==> src/rtl/pow2_interp_pipe.sv <==
// Pipelined fractional power-of-two: out = round((2^f - 1) * 2^OUT) from a guarded
// 2^LUT_BITS+1 entry table with linear interpolation, elastic valid/ready, tag sideband.
module pow2_interp_pipe #(
   parameter int IN       = 8,
   parameter int OUT      = 9,
   parameter int LUT_BITS = 4,
   parameter int TAG_W    = 1
) (
   input  logic             clock,
   input  logic             reset,
   input  logic             in_valid,
   output logic             in_ready,
   input  logic [IN-1:0]    in_frac,
   input  logic [TAG_W-1:0] in_tag,
   output logic             out_valid,
   input  logic             out_ready,
   output logic [OUT-1:0]   out_frac,
   output logic [TAG_W-1:0] out_tag
);

   localparam int R   = IN - LUT_BITS;
   localparam int RW  = (R > 0) ? R : 1;
   localparam int N   = 1 << LUT_BITS;
   localparam int TW  = OUT + 3;
   localparam int AW  = OUT + 3 + R + 1;
   localparam int NR  = 1 << R;

   if (LUT_BITS > IN || LUT_BITS < 1 || LUT_BITS > 10 || OUT > 24) begin : g_bad_cfg
      $fatal(1, "pow2_interp_pipe: unsupported IN/OUT/LUT_BITS combination");
   end

   typedef logic [N:0][TW-1:0] tab_t;

   // Two guard bits below the output LSB keep interpolation error under half an LSB.
   function automatic tab_t build_tab();
      tab_t t;
      real  v;
      for (int k = 0; k <= N; k++) begin
         v    = (2.0 ** (real'(k) / real'(N)) - 1.0) * (2.0 ** real'(OUT + 2));
         t[k] = TW'($rtoi(v + 0.5));
      end
      return t;
   endfunction

   localparam tab_t TAB = build_tab();

   function automatic logic [OUT-1:0] round_sat(input logic [AW-1:0] a);
      logic [AW:0] s;
      logic [AW:0] q;
      s = (AW+1)'(a) + (AW+1)'(2 ** (R + 1));
      q = s >> (R + 2);
      if (q > (AW+1)'((2 ** OUT) - 1))
         return '1;
      return q[OUT-1:0];
   endfunction

   logic [LUT_BITS:0] k_lo;
   logic [LUT_BITS:0] k_hi;
   logic [RW-1:0]     r_in;

   assign k_lo = {1'b0, in_frac[IN-1:R]};
   assign k_hi = k_lo + 1'b1;

   if (R > 0) begin : g_rem
      assign r_in = in_frac[RW-1:0];
   end else begin : g_norem
      assign r_in = '0;
   end

   logic             vld_p1, vld_p2, vld_p3;
   logic             ld_p1, ld_p2, ld_p3;
   logic [TW-1:0]    tlo_p1, thi_p1;
   logic [RW-1:0]    r_p1;
   logic [TAG_W-1:0] tag_p1, tag_p2, tag_p3;
   logic [AW-1:0]    acc_p2;
   logic [AW-1:0]    acc_d;
   logic [OUT-1:0]   frac_p3;

   assign ld_p3    = !vld_p3 || out_ready;
   assign ld_p2    = !vld_p2 || ld_p3;
   assign ld_p1    = !vld_p1 || ld_p2;
   assign in_ready = !reset && ld_p1;

   assign acc_d = AW'(tlo_p1) * (AW'(NR) - AW'(r_p1)) + AW'(thi_p1) * AW'(r_p1);

   always_ff @(posedge clock) begin
      if (reset) begin
         vld_p1  <= 1'b0;
         vld_p2  <= 1'b0;
         vld_p3  <= 1'b0;
         frac_p3 <= '0;
         tag_p3  <= '0;
      end else begin
         if (ld_p1)
            vld_p1 <= in_valid;
         if (ld_p2)
            vld_p2 <= vld_p1;
         if (ld_p3) begin
            vld_p3 <= vld_p2;
            // S3: round, saturate and present
            if (vld_p2) begin
               frac_p3 <= round_sat(acc_p2);
               tag_p3  <= tag_p2;
            end
         end
      end
   end

   always_ff @(posedge clock) begin
      // S1: table fetch for both interpolation endpoints
      if (ld_p1 && in_valid) begin
         tlo_p1 <= TAB[k_lo];
         thi_p1 <= TAB[k_hi];
         r_p1   <= r_in;
         tag_p1 <= in_tag;
      end
      // S2: weighted sum of the endpoints
      if (ld_p2 && vld_p1) begin
         acc_p2 <= acc_d;
         tag_p2 <= tag_p1;
      end
   end

   assign out_valid = vld_p3;
   assign out_frac  = frac_p3;
   assign out_tag   = tag_p3;

endmodule

==> config.mk <==
export PLATFORM = sky130hd
export DESIGN_NAME = pow2_interp_pipe
export DESIGN_NICKNAME = d
export VERILOG_FILES = /design/src/rtl/pow2_interp_pipe.sv
export SDC_FILE = /design/constraint.sdc
export NUM_CORES = 1
export LEC_CHECK = 0
export ABC_AREA = 1
export CORE_AREA = 8 8 114 116
export DETAILED_ROUTE_END_ITERATION = 10
export DIE_AREA = 0 0 122 124
export PLACE_DENSITY = 0.75
export SYNTH_ARGS = -nofsm -noshare
export SYNTH_HDL_FRONTEND = slang
export SYNTH_SLANG_ARGS = --single-unit
==> constraint.sdc <==
create_clock -name clock -period 5 [get_ports clock]
set_clock_uncertainty 0.1 [all_clocks]
set_input_delay 0.75 -clock clock [delete_from_list [all_inputs] [get_ports clock]]
set_output_delay 0.75 -clock clock [all_outputs]
set_load 0.02 [all_outputs]
**Yosys cells after proc, flatten, opt, wreduce, memory -nomap -nowiden**

Memory sizes are Yosys's and may differ from the RTL's. A register that Yosys moved wholly into a read port is not among the register bits.
Index checks and enable logic that the tools add are counted.

- Output and inout port bits: 12
- Word-level logic and storage cells: 35
- RAM bits: 0
- Memory bits (read-only): 576
- Bits in registers: 36
- Bits in latches: 0
- Memories kept: 2
- Input port bits: 13

Memories:

| name | depth | bits a word | read ports | clocked after memory_dff | write ports | RTL line | text |
|---|---|---|---|---|---|---|---|
| (name not given) | 32 | 12 | 1 | 1 | 0 | 113 | `thi_p1 <= TAB[k_hi];` |
| (name not given) | 16 | 12 | 1 | 1 | 0 | 112 | `tlo_p1 <= TAB[k_lo];` |

- Multipliers: 2
- Order comparisons: 1
- Shifts and indexed selects: 0
- Reduce and logical (&&, ||, !) cells: 11
- Equal/unequal tests: 0
- Divide/modulo/power cells: 0
- Bitwise operators: 0
- Multiplexer cells: 6
- $add $sub $neg: 4

Operator list:

| kind | number |
|---|---|
| 17-bit by 6-bit adder with 18-bit output (second input constant) | 1 |
| 9-bit two-way mux | 2 |
| 17-bit by 16-bit adder with 17-bit output | 1 |
| 13-bit by 6-bit multiplier with 17-bit output | 1 |
| 12-bit by 4-bit multiplier with 16-bit output | 1 |
| 12-bit by 9-bit > comparator with 1-bit output (second input constant) | 1 |
| 5-bit by 4-bit subtractor with 6-bit output (first input constant) | 1 |
| 4-bit by 1-bit adder with 5-bit output (second input constant) | 1 |
| 1-bit zero test | 4 |
| 1-bit two-way mux | 4 |
| 1-bit logical AND | 3 |
| 1-bit logical OR | 3 |
| 2-bit AND reduction | 1 |

**Depth between registers and ports, before layout**

Gate-level depths: netlist of the first run.

- Depth in word-level cells: 7
- Mapped depth: 24
- Gate-level depth less buffers: 23

**Worst setup path before layout of the first run**

No wires, ideal clock.

- Path type: register -> register
- From: register r_p1[0]
- To: register acc_p2[15], data pin
- Path slack: -0.488 ns
- Setup time: 0.252 ns
- Period minus slack after synthesis: 5.488 ns
- Buffers on the path: 1
- Cell stages (with the launch flop): 21
- Arrival time: 5.136 ns
- Required time: 4.648 ns
- Cells stage by stage: edfxtp_1 > clkbuf_1 > inv_1 > ha_1 > xnor2_1 > inv_1 > nor2_1 > fa_1 > fa_1 > inv_1 > fa_1 > fa_1 > inv_1 > fa_1 > ha_1 > a21oi_1 > o21ai_0 > a21oi_1 > nand2_1 > nand2_1 > nand2_1

- Longest elaborated chain between the ends: 3
- Elaborated cells between the ends (all ways): 4
- Classes of those cells: 2 x add/sub; 2 x mul

RTL lines:

| item | RTL line | text |
|---|---|---|
| from (decl) | 73 | `logic [RW-1:0] r_p1;` |
| from (signal assigned) | 114 | `r_p1 <= r_in;` |
| 5-bit by 4-bit subtractor with 6-bit output | 84 | `assign acc_d = AW'(tlo_p1) * (AW'(NR) - AW'(r_p1)) + AW'(thi_p1) * AW'(r_p1);` |
| 13-bit by 6-bit multiplier with 17-bit output | 84 |  |
| 17-bit by 16-bit adder with 17-bit output * | 84 |  |
| named net acc_d[15] | 76 | `logic [AW-1:0] acc_d;` |
| to (signal assigned) | 119 | `acc_p2 <= acc_d;` |
| to (decl) | 75 | `logic [AW-1:0] acc_p2;` |

Mark *: on every way through the listed nets, which the timed path passes. The rest lies on a longest branch.
A chain may end at the register's enable or synchronous reset.

**Final worst setup path of the first run**

- From: register r_p1[1]
- To: register acc_p2[15], data pin

The elaborated chain is that of the path after synthesis.

==> run_results.csv, run 1 <==
group,metric,value,unit
status,status,"finished, violations left",
floorplan,initial_core_util,55.87,%
placement,dpl.hpwl,11350,microns
clock_network,ctsRootBufferMaster,"clkbuf_16",
worst_setup_path,worstPathArrival,4990,ps
timing,setup_viol,2,
floorplan,boundaryPins,25,
layout,fillCellCount,888,
yosys,ys_ff_latch,54,
worst_setup_path,crit_path_cell_trace,"inv_2, ha_4, xnor2_4, buf_12, nand2_2, fa_1, inv_2, fa_1, fa_1, fa_1, inv_2, fa_1, inv_2, ha_4, a21oi_4, a21boi_4, nand2_4, nand2_2, nand2_2, nand2_2, nand2_2",
worst_setup_path,critPathKind,"flop to flop",
clock_network,hold_buffers,0,
drt,drt_wl_total,14250,microns
global_route,grt_pass1_wl,24280,microns
drt,vias,5157,
timing,slew_headroom,25.40,%
worst_setup_path,cp.required,4960,ps
power,irDropWorstVdd,0.0006598,V
global_route,gr-max-usage-layer,"met2",
yosys,synth_ff_type,"edfxtp_1",
global_route,grt_pass1_vias,5352,
status,violations,"setup timing",
global_route,grt-ovfl-total,0,
yosys,netlist.area_leader.share,22.77,%
timing,period_share,100.4,%
worst_setup_path,rr_startpoint,"r_p1[1]$_DFFE_PP_",
worst_setup_path,cp_max_fo,8,
min_path,hp-class,"flop to flop",
global_route,grt.met3_usage,3.445,%
drt,wl_per_cell,14.76,microns
global_route,grtUsageMet1,22.75,%
drt,vias_per_cell,5.339,
min_path,hold_path_depth,0,
clock_network,clk_pin_slew,70,ps
layout,drive_gt1_share,19.32,%
yosys,ys_warn_count,0,
clock_network,clock-sinks,54,
placement,dp_slack,-220.6,ps
floorplan,fp.coreArea,0.01117,sq mm
clock_network,insertion_delay,300,ps
worst_setup_path,endpoint_kind,"flop",
timing,worstMarginPinSlew,1118,ps
clock_network,cts_buffer_depth,2,
power,powerDensity,704.4,mW/mm^2
timing,rsz0062_at_grt,"yes",
drt,drtAntennaViolNets,0,
min_path,hold_end,"tag_p2$_DFFE_PP_",
timing,fin_crit,5022,ps
yosys,async_reset_ff_share,0,%
drt,drtIter0Drc,422,
layout,layout_commonest_cell,"nand2_1",
timing,hold_violations,0,
drt,drcViolationCount,0,
worst_setup_path,r2r_slack,-20,ps
yosys,synth_edf_count,41,
worst_setup_path,worst_r2r_path_depth,21,
global_route,antenna_found_initial,0,
layout,antenna_cells,0,
yosys,seq_area_frac_synth,23.89,%
timing,fmax,199.1,MHz
min_path,hp-start,"tag_p1$_DFFE_PP_",
placement,io_buffers,24,
yosys,syn-cell-area,0.006243,sq mm
worst_setup_path,startpoint_type,"flop",
yosys,yosysTopAreaCell,"fa_1",
clock_network,cts-buffers-inserted,5,
layout,layout_common_cells,"168 x nand2_1, 164 x inv_1, 71 x fa_1",
global_route,grt_usage,20.01,%
power,power,5232,uW
flow_run,maxCapViolCount,0,
power,power.leakage,0.003838,uW
layout,final_nets,957,
yosys,synthesis.nets,910,
floorplan,die_area,0.01513,sq mm
layout,area_growth,18.96,%
drt,first_pass_iters,5,
yosys,syn_avg_cell_area,8.056,sq um
worst_setup_path,slowest_delay,550,ps
timing,drv_slew,0,
global_route,gr-usage-met2,37.00,%
yosys,postSynthCellCount,775,
yosys,synth_cell_types,44,
yosys,synth.area.top_cells,"fa_1 23%, edfxtp_1 20%, nand2_1 12%, inv_1 10%, ha_1 10%",
floorplan,die_x,122,microns
worst_setup_path,worstReg2RegEnd,"acc_p2[15]$_DFFE_PP_",
global_route,grt_max_degree,29,
placement,gp_congestion,0.9655,
clock_network,cts_tree,"done",
floorplan,rows,39,
timing,setup_ws,-21.93,ps
worst_setup_path,critPathSlowestCell,"fa_1",
clock_network,cts_htree_levels,2,
floorplan,die_h,124,microns
worst max path at each step:
stage	from	to	cells past startpoint
floorplan	r_p1[0]$_DFFE_PP_	acc_p2[15]$_DFFE_PP_	20
global placement	r_p1[1]$_DFFE_PP_	acc_p2[15]$_DFFE_PP_	19
detailed placement	r_p1[1]$_DFFE_PP_	acc_p2[13]$_DFFE_PP_	19
CTS	r_p1[1]$_DFFE_PP_	acc_p2[14]$_DFFE_PP_	22
global route	r_p1[1]$_DFFE_PP_	acc_p2[13]$_DFFE_PP_	20
finish	r_p1[1]$_DFFE_PP_	acc_p2[15]$_DFFE_PP_	21
flip-flops by register name, summed over array words and instances (netlist names):
signal     flops
acc_p2        12
thi_p1        12
out_frac       9
tlo_p1        11
tag_p2         1
tag_p1         1
vld_p1         1
r_p1           4
out_valid      1
out_tag        1
vld_p2         1
timing repair:
item                                    in CTS  in global routing
endpoints found under the setup margin      10                 10
pin swaps                                   35                 19
gates resized for setup                     32                 54
setup buffers                                5                  4
where the power goes:
part           switching [uW]  internal [uW]
Clock                     160            217
Combinational            2330           1780
Sequential               79.2            660
Total                    2570           2660
final cells by class:
type	count	area, sq um	share of cell area (%)
clock buffer	7	153.9	2.072
clock inverter	1	6.256	0.08423
inverter	182	695.7	9.367
multi-input combinational	524	4404	59.30
sequential	54	1491	20.08
tap	143	178.9	2.409
timing repair buffer	55	496.7	6.688
logic make-up after synthesis:
kind of cell / count (synthesis) / synth area share (%)
DFF: 54 / 23.89
buffers and inverters: 197 / 12.28
and+or+nand+nor: 304 / 20.68
xor gates and xnor gates: 9 / 1.684
AOI/OAI and AO/OA: 89 / 8.477
adders and majority gates: 122 / 32.99
worst max-delay path, delay by kind of cell, from the launching register on:
kind            cells  cell delay, ps
fa+ha+maj           7            2930
flops               1             450
simple gates        6             400
buf+inv             5             390
compound gates      2             370
xor+xnor            1             120
per-stage QoR:
step                setup TNS (ps)  cell area [sq um]  hold slack (ps)  instances  utilization [%]
CTS                              0               7187            328.2        962            64.32
global route                 -1474               7427            330.9        966            66.47
detailed placement           -1330               6878            319.7        949            61.55
floorplan                   -3.812               6387            300.3        775                -
finish                      -28.66               7427            326.0        966            66.47
global placement            -464.0               6878            309.9        949            61.55
layer usage:
metal,part of all wire [%],wire length (microns)
met4,2.2,314
met5,0,0
met1,40,5758
met3,5.5,782
met2,52,7399
cells in the mapped netlist, types with 4 or more instances:
master,number
nor4_1,4
inv_1,174
inv_2,5
xor2_1,4
nor2_1,53
a21oi_2,11
clkbuf_1,9
nand2_1,203
a21oi_1,34
dfxtp_1,13
nand3_1,19
ha_1,51
o21ai_1,5
edfxtp_1,41
fa_1,71
o21ai_0,26
nand2_4,5
nor2_2,4
(Power assumes the default switching activity.)
==> run 2: changes to the inputs <==
ABC_AREA = not set   (was 1)
CAP_MARGIN = 30   (was not set)
CORE_AREA = 2 2 106 108   (was 8 8 114 116)
DIE_AREA = 0 0 108 110   (was 0 0 122 124)
==> run 2 against run 1 <==
  * The run still ends with setup timing left
  * Cell count is 16% lower
  * Highest routed layer unchanged
  * Critical path depth down 2
  * Sequential cell count stayed put
  * Synthesized area is 5.0% lower
  * Sequential share of layout area is 1.1 points higher
  * Setup slack got worse by 310 ps
  * Synthesized cell count decreased by 21%
  * Wire length shrank 9.2%
  * Count of clock-buffer cells in the layout is 1 lower
  * Fmax down 5.7%
  * Global-route usage increased by 2.1 points
  * Largest cell class unchanged
  * Via count fell by 13%
==> run_results.csv, run 2 <==
group,metric,value,unit
worst_setup_path,endpoint_kind,"flop",
worst_setup_path,cp_max_fo,5,
yosys,yosysMostFrequentCell,"inv_1",
layout,antenna_cells,0,
clock_network,cts-buffers-inserted,5,
worst_setup_path,cp.required,4980,ps
drt,drcViolationCount,0,
yosys,async_reset_ff_share,0,%
floorplan,die_area,0.01188,sq mm
global_route,grt_usage,22.12,%
drt,vias_per_cell,5.524,
global_route,grt-ovfl-total,0,
global_route,grt_max_degree,29,
floorplan,rows,38,
clock_network,insertion_delay,330,ps
clock_network,ctsRootBufferMaster,"clkbuf_8",
worst_setup_path,worstPathArrival,5310,ps
clock_network,cts_buffer_depth,2,
layout,final_nets,803,
global_route,grt_pass1_vias,4580,
yosys,ys_ff_latch,54,
timing,setup_ws,-327.7,ps
yosys,synthTopCellsByCount,"86 x inv_1, 71 x fa_1, 62 x and2_1, 62 x nand2_1, 51 x ha_1",
yosys,netlist.area_leader.share,23.96,%
placement,io_buffers,24,
min_path,hold_end,"tag_p2$_DFFE_PP_",
status,violations,"setup timing",
yosys,synth_ff_type,"edfxtp_1",
drt,drtAntennaViolNets,0,
yosys,syn-cell-area,0.005933,sq mm
layout,drive_gt1_share,17.49,%
yosys,synth_edf_count,41,
worst_setup_path,worst_r2r_path_depth,19,
layout,area_growth,18.77,%
yosys,synthesis.nets,747,
floorplan,boundaryPins,25,
layout,fillCellCount,824,
timing,drv_slew,0,
min_path,hold_path_depth,0,
layout,largestRegisters,"acc_p2 (12), thi_p1 (12), tlo_p1 (11)",
global_route,grt_pass1_wl,20690,microns
drt,drt_wl_total,12940,microns
timing,hold_violations,0,
yosys,ys_warn_count,0,
timing,rsz0062_at_grt,"yes",
placement,dpl.hpwl,9858,microns
yosys,synth.area.top_cells,"fa_1 24%, edfxtp_1 21%, ha_1 11%, and2_1 6.5%, inv_1 5.4%",
clock_network,hold_buffers,0,
layout,layout_common_cells,"77 x inv_1, 71 x fa_1, 60 x and2_1",
timing,setup_viol,10,
yosys,syn_avg_cell_area,9.695,sq um
yosys,postSynthCellCount,612,
clock_network,cts_tree,"done",
placement,gp_congestion,0.9045,
min_path,hp-class,"flop to flop",
min_path,hp-start,"tag_p1$_DFFE_PP_",
yosys,seq_area_frac_synth,25.14,%
timing,period_share,106.6,%
floorplan,die_h,110,microns
clock_network,cts_htree_levels,2,
drt,first_pass_iters,6,
timing,fmax,187.7,MHz
worst_setup_path,startpoint_type,"flop",
timing,slew_headroom,45.63,%
floorplan,fp.coreArea,0.01070,sq mm
global_route,antenna_found_initial,0,
layout,layout.core_utilization,65.87,%
yosys,yosysTopAreaCell,"fa_1",
worst_setup_path,r2r_slack,-330,ps
worst_setup_path,worstReg2RegEnd,"acc_p2[16]$_DFFE_PP_",
clock_network,clk_pin_slew,110,ps
timing,fin_crit,5328,ps
floorplan,initial_core_util,55.46,%
clock_network,clock-sinks,54,
drt,vias,4469,
status,status,"finished, violations left",
drt,drtIter0Drc,234,
worst_setup_path,rr_startpoint,"r_p1[1]$_DFFE_PP_",
timing,worstMarginPinSlew,813.9,ps
layout,layout_commonest_cell,"inv_1",
flow_run,maxCapViolCount,0,
yosys,synth_cell_types,59,
drt,wl_per_cell,15.99,microns
worst_setup_path,critPathKind,"flop to flop",
floorplan,die_x,108,microns
[run 2: changes by cell type after synthesis, moves of 11 or more]
cell,change
nand3_1,-14
inv_1,-88
xnor2_1,+12
and2_1,+62
a21oi_1,-11
nor2_1,-12
a211oi_1,+11
nand2_1,-141
[run 2: how the worst max path moves through the flow]
| stage | startpoint | endpoint | slack [ps] | cells past startpoint |
|---|---|---|---|---|
| finish | r_p1[1]$_DFFE_PP_ | acc_p2[16]$_DFFE_PP_ | -330 | 19 |
| global route | r_p1[1]$_DFFE_PP_ | acc_p2[16]$_DFFE_PP_ | -530 | 19 |
| CTS | r_p1[1]$_DFFE_PP_ | acc_p2[16]$_DFFE_PP_ | -220 | 18 |
| detailed placement | r_p1[1]$_DFFE_PP_ | acc_p2[13]$_DFFE_PP_ | -460 | 17 |
| global placement | r_p1[1]$_DFFE_PP_ | acc_p2[13]$_DFFE_PP_ | -350 | 17 |
| floorplan | r_p1[0]$_DFFE_PP_ | acc_p2[16]$_DFFE_PP_ | -80 | 19 |
[run 2: per-layer routing]
metal / global-route usage, % / vias to the layer above / part of all wire (%)
li1: - / 2103 / -
met1: 26.27 / 2245 / 41
met2: 42.32 / 104 / 55
met3: 2.528 / 17 / 3.2
met4: 6.136 / 0 / 1.5
met5: 0 / - / 0
[run 2: cells by family after synthesis]
kind of cell	count (synthesis)	synth area share, %
adder cells (fa/ha/maj)	122	34.71
buffers and inverters	113	7.486
XOR/XNOR	25	3.944
multiplexers	6	1.307
AO/OA/AOI/OAI	95	10.61
AND/OR/NAND/NOR	197	16.81
flip-flops	54	25.14
[run 2: layout make-up]
class	count	area, sq um	area share, %
sequential	54	1491	21.16
multi-input combinational	446	4300	61.03
clock buffer	6	93.84	1.332
inverter	86	322.8	4.581
timing repair buffer	75	645.6	9.162
clock inverter	2	17.52	0.2486
tap	140	175.2	2.486
[run 2: critical path: stages (launching register included)]
cell	delay, ps
edfxtp_1	500
nor3_4	220
buf_4	160
xnor2_4	160
nand2_1	130
fa_1	560
inv_2	40
ha_4	200
fa_1	490
inv_2	40
fa_1	520
inv_1	50
fa_1	480
ha_4	290
and4_1	190
nand4_2	120
and4_4	250
o31ai_4	280
a31oi_1	130
xnor2_1	150
[run 2: per-stage QoR]
step / hold slack [ps] / setup slack [ps] / instances / area [sq um] / setup TNS (ps)
floorplan: 300.3 / -78.65 / 612 / 6078 / -256.7
global placement: 320.3 / -347.6 / 786 / 6619 / -2427
detailed placement: 335.6 / -458.6 / 787 / 6626 / -3416
CTS: 355.5 / -217.5 / 800 / 6820 / -1188
global route: 364.0 / -525.7 / 809 / 7047 / -4263
finish: 357.4 / -327.7 / 809 / 7047 / -2282
[run 2: repair_timing]
item                                    4_1_cts  5_1_grt
gates resized for setup                       9       30
pin swaps                                     3       18
setup buffers                                 5        9
endpoints found under the setup margin       11       11
gates cloned                                  0        1
endpoints found under the hold margin         0        0
Power of run 2 is not shown: default switching activity piles up to over one toggle a cycle in this logic, so the estimate is an artifact.
==> run 3: changes to the inputs <==
DONT_BUFFER_PORTS = 1   (was not set)
GPL_ROUTABILITY_DRIVEN = 0   (was not set)
PLACE_DENSITY = 0.72   (was 0.75)
==> run 3 against run 2 <==
  * The run still ends with setup timing left
  * Wire length decreased by 5.2%
  * First-iteration DRC count is 12% lower
  * Sequential cell count unchanged
  * Fmax about the same
  * Critical path type unchanged
==> run_results.csv, run 3 (same netlist as run 2, synthesis figures left out) <==
group,metric,value,unit
clock_network,insertion_delay,320,ps
global_route,grt-ovfl-total,0,
clock_network,cts_tree,"done",
worst_setup_path,crit_family,"adder cells",
clock_network,clk_pin_slew,110,ps
placement,placed_area,0.006354,sq mm
drt,highest_layer,"met4",
layout,largestRegisters,"acc_p2 (12), thi_p1 (12), tlo_p1 (11)",
timing,fin_crit,5332,ps
timing,hold_violations,0,
drt,drtAntennaViolNets,0,
worst_setup_path,cpMostUsedCell,"fa_1",
status,violations,"setup timing",
timing,worstMarginPinSlew,773.9,ps
layout,instances_no_fill,774,
floorplan,fp.coreArea,0.01070,sq mm
timing,fmax,187.5,MHz
placement,dpl.hpwl,9371,microns
layout,antenna_cells,0,
drt,dr_wl_met3,399,microns
floorplan,die_h,110,microns
worst_setup_path,critical_path_buf_inv_count,4,
clock_network,cts_htree_levels,2,
floorplan,boundaryPins,25,
timing,period_share,106.6,%
worst_setup_path,startpoint_type,"flop",
drt,first_pass_iters,5,
clock_network,ctsRootBufferMaster,"clkbuf_8",
status,status,"finished, violations left",
global_route,grt_pass1_vias,4487,
min_path,hp-class,"flop to flop",
placement,io_buffers,0,
clock_network,cts_buffer_depth,2,
layout,layout_commonest_cell,"inv_1",
worst_setup_path,endpoint_kind,"flop",
worst_setup_path,critPathSlowestCell,"fa_1",
global_route,grt_usage,21.74,%
floorplan,die_area,0.01188,sq mm
timing,drv_slew,0,
floorplan,rows,38,
drt,drt_wl_total,12260,microns
worst_setup_path,critPathKind,"flop to flop",
drt,drtIter0Drc,205,
worst_setup_path,slowest_delay,560,ps
worst_setup_path,cp_max_fo,4,
floorplan,initial_core_util,55.46,%
worst_setup_path,worstPathArrival,5320,ps
global_route,antenna_found_initial,0,
layout,final_nets,768,
floorplan,die_x,108,microns
flow_run,maxCapViolCount,0,
layout,drive_gt1_share,17.51,%
drt,vias,4286,
layout,area_growth,13.77,%
drt,met2WireLength,6562,microns
global_route,grt_pass1_wl,20380,microns
drt,wl_per_cell,15.84,microns
timing,rsz0062_at_grt,"yes",
drt,drcViolationCount,0,
worst_setup_path,crit_path_cell_trace,"nor3_4, buf_4, xnor2_4, nand2_2, fa_1, inv_1, fa_1, fa_1, fa_1, inv_1, fa_1, inv_2, ha_4, nor3_1, o21ai_1, o21ai_2, o31ai_4, a31oi_2, xnor2_1",
clock_network,cts-buffers-inserted,5,
worst_setup_path,cp.required,4990,ps
clock_network,clock-sinks,54,
drt,wl_met1,5126,microns
drt,vias_per_cell,5.537,
placement,dp_cells,757,
layout,layout_common_cells,"77 x inv_1, 70 x fa_1, 61 x and2_1",
timing,setup_viol,9,
global_route,grt_max_degree,41,
timing,slew_headroom,48.30,%
layout,final_area,0.006750,sq mm
timing,setup_ws,-331.9,ps
-- run 3: routing by layer --
| metal | track usage (%) | vias to the layer above |
|---|---|---|
| li1 | - | 2038 |
| met1 | 26.63 | 2136 |
| met4 | 5.678 | 0 |
| met2 | 40.43 | 99 |
| met3 | 2.939 | 13 |
| met5 | 0 | - |
-- run 3: cell type report --
type                            instances  area, sq um
Sequential cell                        54         1491
Clock inverter                          2        17.52
Inverter                               86        322.8
Fill cell                             833         3948
Timing Repair Buffer                   40        341.6
Multi-Input combinational cell        446         4308
Tap cell                              140        175.2
Clock buffer                            6        93.84
-- run 3: what timing repair did --
| action | 4_1_cts | 5_1_grt |
|---|---|---|
| gates cloned | 0 | 2 |
| pin swaps | 1 | 30 |
| endpoints found under the hold margin | 0 | 0 |
| setup endpoints to repair | 11 | 11 |
| gates resized for setup | 10 | 28 |
| hold buffers | 0 | 0 |
| setup buffers | 0 | 7 |
-- run 3: stage by stage --
stage	utilization (%)	hold WS, ps	setup WS (ps)	TNS, ps
detailed placement	59.39	309.9	-410.4	-3085
finish	63.10	340.0	-331.9	-2189
global route	63.10	359.7	-460.9	-3890
floorplan	-	300.3	-78.65	-256.7
global placement	59.32	314.3	-293.3	-1839
CTS	60.83	338.6	-247.9	-1355
-- run 3: path summary, 6_finish.rpt --
kind | startpoint | end | slack [ps] | cells after the start
worst min-delay path | tag_p1$_DFFE_PP_ | tag_p2$_DFFE_PP_ | 340 | 0
worst max-delay path | r_p1[0]$_DFFE_PP_ | acc_p2[16]$_DFFE_PP_ | -330 | 19
worst min register to register | tag_p1$_DFFE_PP_ | tag_p2$_DFFE_PP_ | 340 | 0
worst max register to register | r_p1[0]$_DFFE_PP_ | acc_p2[16]$_DFFE_PP_ | -330 | 19
-- run 3: worst reg2reg max path, delay by kind of cell (launching register included) --
family / cells / cell delay [ps]
AOI/OAI and AO/OA: 4 / 730
buffers and inverters: 4 / 360
and+or+nand+nor: 3 / 410
adders and majority gates: 6 / 2740
DFF: 1 / 480
xor gates and xnor gates: 2 / 290
Power of run 3 is left out for the same reason.
